$ cat src/rtl/huffman_decode.sv
// Huffman tree walker: consumes one encoded bit per node step, emits one 8-bit symbol per leaf.
// Latency: 4 cycles per bit (WAIT_BIT, RD_FLAG, RD_VAL, LAT_VAL); symbol valid the cycle after a leaf LAT_VAL.
// Backpressure: bit_ready only in WAIT_BIT; sym_out held stable while sym_ready low. Optional checks: HUFF_DEC_ERRCHK_EN.
module huffman_decode #(
    parameter logic [15:0] TREE_BASE = 16'h0400,
    parameter int          MAX_DEPTH = 255
) (
    input  logic        clk,
    input  logic        n_rst,
    input  logic        DEC_start,
    input  logic [15:0] num_symbols,
    output logic        DEC_finish,
    output logic        DEC_error,
    input  logic        bit_in,
    input  logic        bit_valid,
    output logic        bit_ready,
    output logic [7:0]  sym_out,
    output logic        sym_valid,
    input  logic        sym_ready,
    output logic        mem_R,
    output logic [15:0] mem_addr,
    input  logic [7:0]  mem_data_R
);

    typedef enum logic [2:0] {
        S_IDLE,
        S_WAIT_BIT,
        S_RD_FLAG,
        S_RD_VAL,
        S_LAT_VAL,
        S_EMIT,
        S_DONE
    } state_t;

    state_t      state_q, state_d;
    logic [7:0]  node_q, node_d;
    logic        bit_q, bit_d;
    logic        flag_q, flag_d;
    logic [7:0]  sym_d;
    logic [15:0] count_q, count_d;
    logic [15:0] num_q, num_d;
    // Zero-length jobs spend one settle cycle in DONE so the finish pulse
    // lands two cycles after the start pulse.
    logic        hold_q, hold_d;

    logic [15:0] addr_flag;
    logic [15:0] addr_val;
    logic [15:0] count_inc;

`ifdef HUFF_DEC_ERRCHK_EN
    logic        err_q, err_d;
    logic [7:0]  depth_q, depth_d;
    logic [8:0]  depth_inc;

    assign depth_inc = {1'b0, depth_q} + 9'd1;
    assign DEC_error = err_q;
`else
    assign DEC_error = 1'b0;
`endif

    // Byte address of the flag for the current (node, bit) pair; wraps at 16 bits.
    assign addr_flag = TREE_BASE + {6'd0, node_q, 2'b00} + {14'd0, bit_q, 1'b0};
    assign addr_val  = addr_flag + 16'd1;
    assign count_inc = count_q + 16'd1;

    // State and datapath registers; async reset discards any partial walk.
    always_ff @(posedge clk or negedge n_rst) begin
        if (!n_rst) begin
            state_q <= S_IDLE;
            node_q  <= 8'h00;
            bit_q   <= 1'b0;
            flag_q  <= 1'b0;
            sym_out <= 8'h00;
            count_q <= 16'h0000;
            num_q   <= 16'h0000;
            hold_q  <= 1'b0;
`ifdef HUFF_DEC_ERRCHK_EN
            err_q   <= 1'b0;
            depth_q <= 8'h00;
`endif
        end else begin
            state_q <= state_d;
            node_q  <= node_d;
            bit_q   <= bit_d;
            flag_q  <= flag_d;
            sym_out <= sym_d;
            count_q <= count_d;
            num_q   <= num_d;
            hold_q  <= hold_d;
`ifdef HUFF_DEC_ERRCHK_EN
            err_q   <= err_d;
            depth_q <= depth_d;
`endif
        end
    end

    // Next-state, next-datapath and handshake/memory outputs.
    always_comb begin
        state_d    = state_q;
        node_d     = node_q;
        bit_d      = bit_q;
        flag_d     = flag_q;
        sym_d      = sym_out;
        count_d    = count_q;
        num_d      = num_q;
        hold_d     = hold_q;
`ifdef HUFF_DEC_ERRCHK_EN
        err_d      = err_q;
        depth_d    = depth_q;
`endif
        bit_ready  = 1'b0;
        sym_valid  = 1'b0;
        mem_R      = 1'b0;
        mem_addr   = 16'h0000;
        DEC_finish = 1'b0;

        case (state_q)
            S_IDLE: begin
                if (DEC_start) begin
                    num_d   = num_symbols;
                    count_d = 16'h0000;
                    node_d  = 8'h00;
`ifdef HUFF_DEC_ERRCHK_EN
                    err_d   = 1'b0;
                    depth_d = 8'h00;
`endif
                    if (num_symbols == 16'h0000) begin
                        state_d = S_DONE;
                        hold_d  = 1'b1;
                    end else begin
                        state_d = S_WAIT_BIT;
                    end
                end
            end

            S_WAIT_BIT: begin
                bit_ready = 1'b1;
                if (bit_valid) begin
                    bit_d   = bit_in;
                    state_d = S_RD_FLAG;
                end
            end

            S_RD_FLAG: begin
                mem_R    = 1'b1;
                mem_addr = addr_flag;
                state_d  = S_RD_VAL;
            end

            S_RD_VAL: begin
                mem_R    = 1'b1;
                mem_addr = addr_val;
                flag_d   = mem_data_R[0];
                state_d  = S_LAT_VAL;
`ifdef HUFF_DEC_ERRCHK_EN
                // Only bit0 of a flag byte carries meaning; anything else is a corrupt tree.
                if (mem_data_R[7:1] != 7'd0) begin
                    err_d   = 1'b1;
                    node_d  = 8'h00;
                    depth_d = 8'h00;
                    state_d = S_DONE;
                end
`endif
            end

            S_LAT_VAL: begin
                if (flag_q) begin
                    sym_d   = mem_data_R;
                    node_d  = 8'h00;
`ifdef HUFF_DEC_ERRCHK_EN
                    depth_d = 8'h00;
`endif
                    state_d = S_EMIT;
                end else begin
                    node_d  = mem_data_R;
                    state_d = S_WAIT_BIT;
`ifdef HUFF_DEC_ERRCHK_EN
                    depth_d = depth_inc[7:0];
                    // A walk this deep means the tree loops or is malformed.
                    if (int'(depth_inc) >= MAX_DEPTH) begin
                        err_d   = 1'b1;
                        node_d  = 8'h00;
                        depth_d = 8'h00;
                        state_d = S_DONE;
                    end
`endif
                end
            end

            S_EMIT: begin
                sym_valid = 1'b1;
                if (sym_ready) begin
                    count_d = count_inc;
                    if (count_inc == num_q) begin
                        state_d = S_DONE;
                    end else begin
                        state_d = S_WAIT_BIT;
                    end
                end
            end

            S_DONE: begin
                if (hold_q) begin
                    hold_d = 1'b0;
                end else begin
                    DEC_finish = 1'b1;
                    state_d    = S_IDLE;
                end
            end

            default: begin
                state_d = S_IDLE;
            end
        endcase
    end

endmodule

$ cat config.mk
export PLATFORM = sky130hd
export DESIGN_NAME = huffman_decode
export DESIGN_NICKNAME = d
export VERILOG_FILES = /design/src/rtl/huffman_decode.sv
export SDC_FILE = /design/constraint.sdc
export NUM_CORES = 1
export LEC_CHECK = 0
export ABC_AREA = 0
export BUFFER_PORTS_ARGS = -buffer_cell sky130_fd_sc_hd__buf_2
export CORE_UTILIZATION = 40
export CTS_CLUSTER_DIAMETER = 120
export DETAILED_ROUTE_END_ITERATION = 10
export PLACE_DENSITY = 0.66
export RECOVER_POWER = 100
export SYNTH_ARGS = -nofsm -noshare
export SYNTH_HDL_FRONTEND = slang
export SYNTH_SLANG_ARGS = --single-unit
$ cat constraint.sdc
create_clock -name clk -period 5.1 [get_ports clk]
set_input_delay 0.51 -clock clk [delete_from_list [all_inputs] [get_ports clk]]
set_output_delay 0.51 -clock clk [all_outputs]
set_load 0.005 [all_outputs]
---- Word level (Yosys, flattened, before mapping) ----
Cells that the tools add are included.
Widths: inputs -> output; s select.
operators by class
  equal/unequal tests ..................... 12
  multiplexer cells ....................... 23
  $add $sub $neg .......................... 4
  reductions and logical operators ........ 13
operator list
  operator                count
  $mux 16                 2
  $pmux 16 s2             1
  $pmux 14 s2             1
  $mux 3                  7
  $pmux 3 s7              1
  $add 16x1->16 const B   1
  $eq 16x16->1            1
  $logic_not 16->1        1
  $mux 8                  2
  $pmux 8 s2              1
  $add 13x1->14 const B   1
  $add 12x2->13           1
  $add 11x10->12 const A  1
  $ne 2x2->1 const B      5
  $eq 3x3->1 const B      3
  $reduce_and 2->1        4
  $mux 1                  7
  $eq 3x2->1 const B      2
  $reduce_and 3->1        2
  $reduce_bool 2->1       3
  $reduce_and 4->1        1
  $eq 3x1->1 const B      1
  $logic_not 3->1         1
  $pmux 1 s2              1
  $reduce_or 2->1         1
storage, ports and cells
  register bits ........................... 54
  word-level logic and storage cells ...... 60

---- Longest topological paths before layout ----
Gate-level depths: netlist (run 1).
  depth in word-level cells ............... 5
  mapped depth ............................ 9
  depth with buffers taken out ............ 7

---- Least setup slack after synthesis (run 1) ----
Ideal clock, no wire load.
  path type ............................... reg-to-reg
  start point ............................. register count_q[0]
  end point ............................... register state_q[2]
  arrival time ............................ 1.931 ns
  setup slack ............................. 3.048 ns
  setup time .............................. 0.120 ns
  cell stages (with the launch flop) ...... 10
  period minus slack after synthesis ...... 2.052 ns
  data required time ...................... 4.980 ns
  cells stage by stage .................... dfrtp_1 -> ha_1 -> buf_2 -> and4_1 -> buf_2 -> nand4_1 -> a311oi_1 -> nor4b_2 -> and3_1 -> a41o_1
on the way
  longest elaborated chain between the ends .. 5
RTL lines
  what                      line  text
  start: declaration        40    logic [15:0] count_q, count_d;
  start signal: assignment  87    count_q <= count_d;
  $add 16x1->16             64    assign count_inc = count_q + 16'd1;
  $eq 16x16->1              194   if (count_inc == num_q) begin
  $mux 3                    194
  $mux 3                    192   if (sym_ready) begin
  $pmux 3 s7                117   case (state_q)
  end signal: assignment    82    state_q <= state_d;
  end: declaration          35    state_t state_q, state_d;
Every way passes these cells. The select of a mux whose other input is x is not followed.
A chain may end at the register's enable or synchronous reset.

==> results_dict.tcl, run 1 <==
set metrics [dict create \
    timing.critical_path.required_ns 4.89 \
    drt-vias-per-instance 5.51 \
    path_depth 2 \
    place.port_buffers 52 \
    max-clock-path-buffers 2 \
    initial_core_utilization 0.412 \
    fraction_of_layout_instances_using_a_drive_strength_above_1 0.235 \
    synth-compound-area-share 0.158 \
    p_leak_nw 1.52 \
    synthesis.yosys.warnings 0 \
    htreeDepth 2 \
    maxSlewViolCount 55 \
    synth_seq_cells 54 \
    min_period_over_period 0.567 \
    worstPathMaxFanout 54 \
    synth-async-reset-ratio 1.00 \
    cpLargestDelayFamily "buffers and inverters" \
    synth-adder-area-share 0.00393 \
    post-place-cells 460 \
    routed-via-count 2579 \
    clkLatencyLatePin_ns 0.31 \
    ctsResizeCount 0 \
    postSynth.topFlopCell "sky130_fd_sc_hd__dfrtp_1" \
    flow.area_growth_from_synthesis_pct 9.43 \
    final_net_count 396 \
    rsz_0062_raised_after_global_routing "no" \
    grtUsageTotal 0.183 \
    grt_antenna_before_repair 0 \
    layoutNonFillerInstCount 468 \
    cp.arrival_ns 2.69 \
    cts_root_buf "sky130_fd_sc_hd__clkbuf_8" \
    synth_top_family_by_area "simple AND/OR/NAND/NOR gates" \
    layout_common_cells "54 x sky130_fd_sc_hd__dfrtp_1, 45 x sky130_fd_sc_hd__buf_2, 28 x sky130_fd_sc_hd__o21ai_0, 25 x sky130_fd_sc_hd__mux2_2, 22 x sky130_fd_sc_hd__nand2_1" \
    synth_area_leaders "sky130_fd_sc_hd__dfrtp_1 42%, sky130_fd_sc_hd__mux2_2 8.8%, sky130_fd_sc_hd__o21ai_0 4.4%" \
    clock_sink_count 54 \
    i_o_pins 59 \
    num_antenna_cells 0 \
    worstHoldPathCells 3 \
    synth_enable_flop_cells 0 \
    synth_xor_area_frac 0.0550 \
    status "finished with violations" \
    tritoncts "built" \
    yosys.area_share.simple 0.198 \
    detail_route.wl_per_cell_um 15.6 \
    max_clock_freq_mhz 346 \
    setup_total_neg_slack_ns 0 \
    commonest_non_fill_non_tap_cell_in_the_layout "sky130_fd_sc_hd__dfrtp_1" \
    worstRegToRegCells 6 \
    wire_length_of_the_first_global_routing_pass_um 12100 \
    gpl.final_weighted_congestion 0.797 \
    area_of_the_core_um2 7730 \
    detail_route.iter0.violations 148 \
    wl_um 7290 \
    antenna_left 0 \
    cts.reportedPaths.clkPinSlew_ns 0.10 \
    fp-row-count 32 \
    timing.critical_path.slowest_cell_delay_ns 2.07 \
    crit_chain "buf_2 -> clkbuf_1" \
    floorplan.die.height_um 91.2 \
    maxCapViolations 1 \
    synthMuxAreaShare 0.0947 \
    setup_violations 0 \
    maximum_number_of_pins_on_one_net_before_global_route_repair 55 \
    p_per_area_nw_per_um2 463 \
    syn-mean-instance-area_um2 9.83 \
    tightest_slew_ns 2.94 \
    post_synth_instance_area_um2 3190 \
    synth.lib_cells_used.distinct 60 \
    dieArea_um2 8320 \
    detailedPlacementHpwl_um 5170 \
    number_of_global_route_vias_before_repair 2429 \
    timing.setup.critical_path_class "input port to asynchronous set/reset pin" \
    worst_slew_margin_rel -0.960 \
    cpMaxStageDelayCell "sky130_fd_sc_hd__clkbuf_1" \
    post-synth-top-area-cell "sky130_fd_sc_hd__dfrtp_1" \
    worstPathBufferInverterCount 2 \
    final.setup_skew_ns 0.00648 \
    num-fill-cells 742 \
    cts.repair_timing.setup_buffer_count 0 \
    hold_class "input port to register" \
    post_cts_hold_buffer_count 0 \
    synth-seq-area-share 0.424 \
    timing.final.hold_violations 0 \
    dr.pass1.iters 4 \
    dieWidth_um 91.2 \
    endpoint_kind "asynchronous set/reset pin" \
    synth_top_area_share 0.424 \
    grt.overflow.total 0 \
    post_layout_min_period_ns 2.89 \
    synth_cells 324 \
    failed_checks "capacitance limit, slew limit" \
    detail_route.drc_violations 0 \
    maximum_resistive_drop_on_vdd_uv 244 \
    cp-start-kind "input port" \
    cts_made_buffers 5 \
]
## layer usage
| layer | vias up | share of wire | GRT usage |
|---|---|---|---|
| met5 | - | 0 | 0 |
| met1 | 1241 | 0.48 | 0.267 |
| met4 | 0 | 0.027 | 0.0675 |
| li1 | 1243 | - | - |
| met2 | 79 | 0.44 | 0.276 |
| met3 | 16 | 0.045 | 0.0235 |
## sequential cells by signal (all words and copies together) (netlist names)
signal / count
num_q: 16
flag_q: 1
hold_q: 1
count_q: 16
bit_q: 1
sym_out: 8
node_q: 8
state_q: 3
## cell type report
cell class              instances  area, um2  share of cell area
well taps                     102        128              0.0366
repair buffers                 54        259              0.0743
clock buffers                   6       72.6              0.0208
flip-flops and latches         54       1350               0.388
inverters                       8       30.0             0.00861
clock inverters                 2       17.5             0.00503
multi-input cells             242       1630               0.467
## path summary, 6_finish.rpt
path / startpoint / end / slack [ns]
min in group asynchronous: n_rst / sym_out[7] / 1.24
max in group clk: state_q[2] / count_q[2] / 2.29
worst max register to register: state_q[2] / count_q[2] / 2.29
worst min register to register: node_q[7] / node_q[7] / 0.51
worst max-delay path: n_rst / count_q[12] / 2.21
worst min-delay path: num_symbols[12] / num_q[12] / 0.41
## through the flow
step / utilization / cell area, um2 / hold slack [ns] / total power [W] / setup slack (ns)
2_1_floorplan: - / 3200 / 0.214 / 0.00119 / 3.05
3_3_place_gp: 0.444 / 3430 / 0.480 / 0.00136 / 2.62
3_5_place_dp: 0.444 / 3430 / 0.486 / 0.00138 / 2.56
4_1_cts: 0.455 / 3520 / 0.352 / 0.00163 / 2.51
5_1_grt: 0.451 / 3490 / 0.421 / 0.00174 / 1.58
6_report: 0.451 / 3490 / 0.415 / 0.00161 / 2.21
## cells in the mapped netlist (4+ instances only)
| cell | instances |
|---|---|
| sky130_fd_sc_hd__a21oi_1 | 5 |
| sky130_fd_sc_hd__a22o_1 | 8 |
| sky130_fd_sc_hd__and2_1 | 15 |
| sky130_fd_sc_hd__and3_1 | 5 |
| sky130_fd_sc_hd__buf_2 | 8 |
| sky130_fd_sc_hd__buf_4 | 8 |
| sky130_fd_sc_hd__clkbuf_1 | 5 |
| sky130_fd_sc_hd__dfrtp_1 | 54 |
| sky130_fd_sc_hd__inv_1 | 8 |
| sky130_fd_sc_hd__mux2_2 | 25 |
| sky130_fd_sc_hd__nand2_1 | 22 |
| sky130_fd_sc_hd__nand3_1 | 9 |
| sky130_fd_sc_hd__nand4_1 | 9 |
| sky130_fd_sc_hd__nor2_1 | 20 |
| sky130_fd_sc_hd__nor3_1 | 12 |
| sky130_fd_sc_hd__nor4_1 | 5 |
| sky130_fd_sc_hd__o21ai_0 | 28 |
| sky130_fd_sc_hd__o31ai_1 | 7 |
| sky130_fd_sc_hd__o41ai_1 | 4 |
| sky130_fd_sc_hd__xnor2_1 | 11 |
| sky130_fd_sc_hd__xor2_1 | 9 |
## logic make-up after synthesis
group / after synthesis
AND/OR/NAND/NOR: 114
XOR/XNOR: 20
buffers and inverters: 33
flip-flops: 54
AO/OA/AOI/OAI: 74
adder cells (fa/ha/maj): 1
multiplexers: 27
other: 1
## power breakdown
| group | switching (W) | internal [W] | leakage, nW | total [W] |
|---|---|---|---|---|
| clock network | 0.000150 | 0.000100 | 0.0458 | 0.000250 |
| registers | 0.000139 | 0.000580 | 0.690 | 0.000719 |
| logic | 0.000323 | 0.000323 | 0.782 | 0.000646 |
| total | 0.000611 | 0.00100 | 1.52 | 0.00161 |
Power figures use the tool's default switching activity.
==> run 2, diff against run 1 <==
--- a/config.mk
+++ b/config.mk
@@ -10,7 +10,7 @@
 export CORE_UTILIZATION = 40
 export CTS_CLUSTER_DIAMETER = 120
 export DETAILED_ROUTE_END_ITERATION = 10
-export PLACE_DENSITY = 0.66
+export PLACE_DENSITY = 0.68
 export RECOVER_POWER = 100
 export SYNTH_ARGS = -nofsm -noshare
 export SYNTH_HDL_FRONTEND = slang
==> constraint.sdc (replaced) <==
create_clock -name clk -period 2.58 [get_ports clk]
set_input_delay 0.258 -clock clk [delete_from_list [all_inputs] [get_ports clk]]
set_output_delay 0.258 -clock clk [all_outputs]
set_load 0.005 [all_outputs]
==> results_dict.tcl, run 2 (synthesized netlist as in run 1, its figures left out) <==
set metrics [dict create \
    dr.pass1.iters 4 \
    area_of_the_core_um2 7730 \
    floorplan.die.height_um 91.2 \
    status "finished with violations" \
    final_core_utilization 0.463 \
    num-fill-cells 720 \
    tightest_slew_ns 1.64 \
    routed-via-count 2595 \
    setup_violations 0 \
    maximum_number_of_pins_on_one_net_before_global_route_repair 31 \
    worstPathBufferInverterCount 2 \
    cpLargestDelayFamily "simple AND/OR/NAND/NOR gates" \
    dieArea_um2 8320 \
    min_period_over_period 0.905 \
    wire_length_of_the_first_global_routing_pass_um 12300 \
    dpl-instance-area_um2 3500 \
    number_of_global_route_vias_before_repair 2493 \
    hold_class "input port to register" \
    cts.repair_timing.setup_buffer_count 0 \
    flow.area_growth_from_synthesis_pct 12.3 \
    cp-start-kind "register" \
    grt.overflow.total 0 \
    p_leak_nw 1.57 \
    fin_total_pwr_w 0.00325 \
    failed_checks "capacitance limit, slew limit" \
    layout_common_cells "54 x sky130_fd_sc_hd__dfrtp_1, 44 x sky130_fd_sc_hd__buf_2, 29 x sky130_fd_sc_hd__o21ai_0, 25 x sky130_fd_sc_hd__mux2_2, 22 x sky130_fd_sc_hd__nand2_1" \
    gpl.final_weighted_congestion 0.901 \
    grt_antenna_before_repair 0 \
    final.setup_skew_ns 0.00968 \
    timing.final.hold_violations 0 \
    clock_sink_count 54 \
    worstPathMaxFanout 13 \
    post_layout_min_period_ns 2.33 \
    detailedPlacementHpwl_um 5460 \
    layout_top_registers "count_q (16), num_q (16)" \
    dieWidth_um 91.2 \
    cts.reportedPaths.clkPinSlew_ns 0.10 \
    wl_um 7220 \
    drt-vias-per-instance 5.42 \
    antenna_left 0 \
    fp-row-count 32 \
    maximum_resistive_drop_on_vdd_uv 508 \
    cts_made_buffers 5 \
    i_o_pins 59 \
    rsz_0062_raised_after_global_routing "no" \
    max_clock_freq_mhz 428 \
    endpoint_kind "register" \
    place.port_buffers 52 \
    p_per_area_nw_per_um2 907 \
    maxSlewViolCount 31 \
    worst_slew_margin_rel -0.0927 \
    detail_route.iter0.violations 136 \
    cpMaxStageDelayCell "sky130_fd_sc_hd__dfrtp_1" \
    maxCapViolations 1 \
    htreeDepth 2 \
    grtUsageTotal 0.183 \
    initial_core_utilization 0.412 \
    timing.critical_path.required_ns 2.80 \
    cp.arrival_ns 2.55 \
    timing.setup.critical_path_class "register to register" \
    setup.reg_to_reg.worst_slack_ns 0.25 \
    tritoncts "built" \
    detail_route.drc_violations 0 \
    commonest_non_fill_non_tap_cell_in_the_layout "sky130_fd_sc_hd__dfrtp_1" \
    cts_root_buf "sky130_fd_sc_hd__clkbuf_8" \
    num_antenna_cells 0 \
    setup_total_neg_slack_ns 0 \
    crit_chain "inv_1 -> nor3_2 -> nand2_1 -> clkbuf_1 -> a21oi_1 -> o21ai_0 -> o31ai_1" \
    fraction_of_layout_instances_using_a_drive_strength_above_1 0.255 \
    max-clock-path-buffers 2 \
    detail_route.wl_per_cell_um 15.1 \
    final_net_count 407 \
    final_cell_area_um2 3580 \
    clkLatencyLatePin_ns 0.31 \
    timing.critical_path.slowest_cell_delay_ns 0.58 \
]
==> run 2: worst reg2reg max path: cells and delay by family, from the launching register on <==
kind            cells  cell delay (ns)
compound gates      3             0.33
buf+inv             2             0.51
flops               1             0.58
simple gates        2             0.83
==> run 2: per-stage QoR <==
stage | hold slack, ns | setup WS [ns] | std cells
CTS | 0.159 | 0.301 | 479
finish | 0.164 | 0.245 | 479
floorplan | -0.0376 | 0.528 | 329
global placement | 0.275 | 0.291 | 470
detailed placement | 0.279 | 0.329 | 470
global route | 0.173 | 0.0623 | 479
==> run 2: repair_timing <==
item | in CTS | in global routing
resized for setup | 0 | 0
hold buffers | 1 | 0
hold endpoints to repair | 54 | 0
==> run 2: path summary, 6_finish.rpt <==
path                                 startpoint          to  depth (start not counted)
worst max-delay path                 state_q[0]  count_q[3]                          7
worst min-delay path            num_symbols[10]   num_q[10]                          3
worst max register to register       state_q[0]  count_q[3]                          7
worst min register to register        node_q[1]   node_q[1]                          1
max in group asynchronous                 n_rst  sym_out[7]                          3
min in group asynchronous                 n_rst    num_q[4]                          3
==> run 2: area by class of cell <==
class                           count  area, um2  area share
Timing Repair Buffer               65        337      0.0941
Multi-Input combinational cell    242       1630       0.456
Inverter                            8       30.0     0.00839
Clock inverter                      2       16.3     0.00455
Tap cell                          102        128      0.0357
Clock buffer                        6       82.6      0.0231
Sequential cell                    54       1350       0.378
==> run 2: power breakdown <==
| group | total (W) | switching, W | internal, W |
|---|---|---|---|
| combinational | 0.00131 | 0.000643 | 0.000668 |
| clock | 0.000515 | 0.000293 | 0.000222 |
| sequential | 0.00142 | 0.000272 | 0.00115 |
==> run 2: per-layer routing <==
metal | vias up | GRT usage | wire (um)
met5 | - | 0 | 0
met2 | 71 | 0.283 | 3300
met3 | 13 | 0.0226 | 271
li1 | 1271 | - | -
met4 | 0 | 0.0529 | 111
met1 | 1240 | 0.269 | 3530
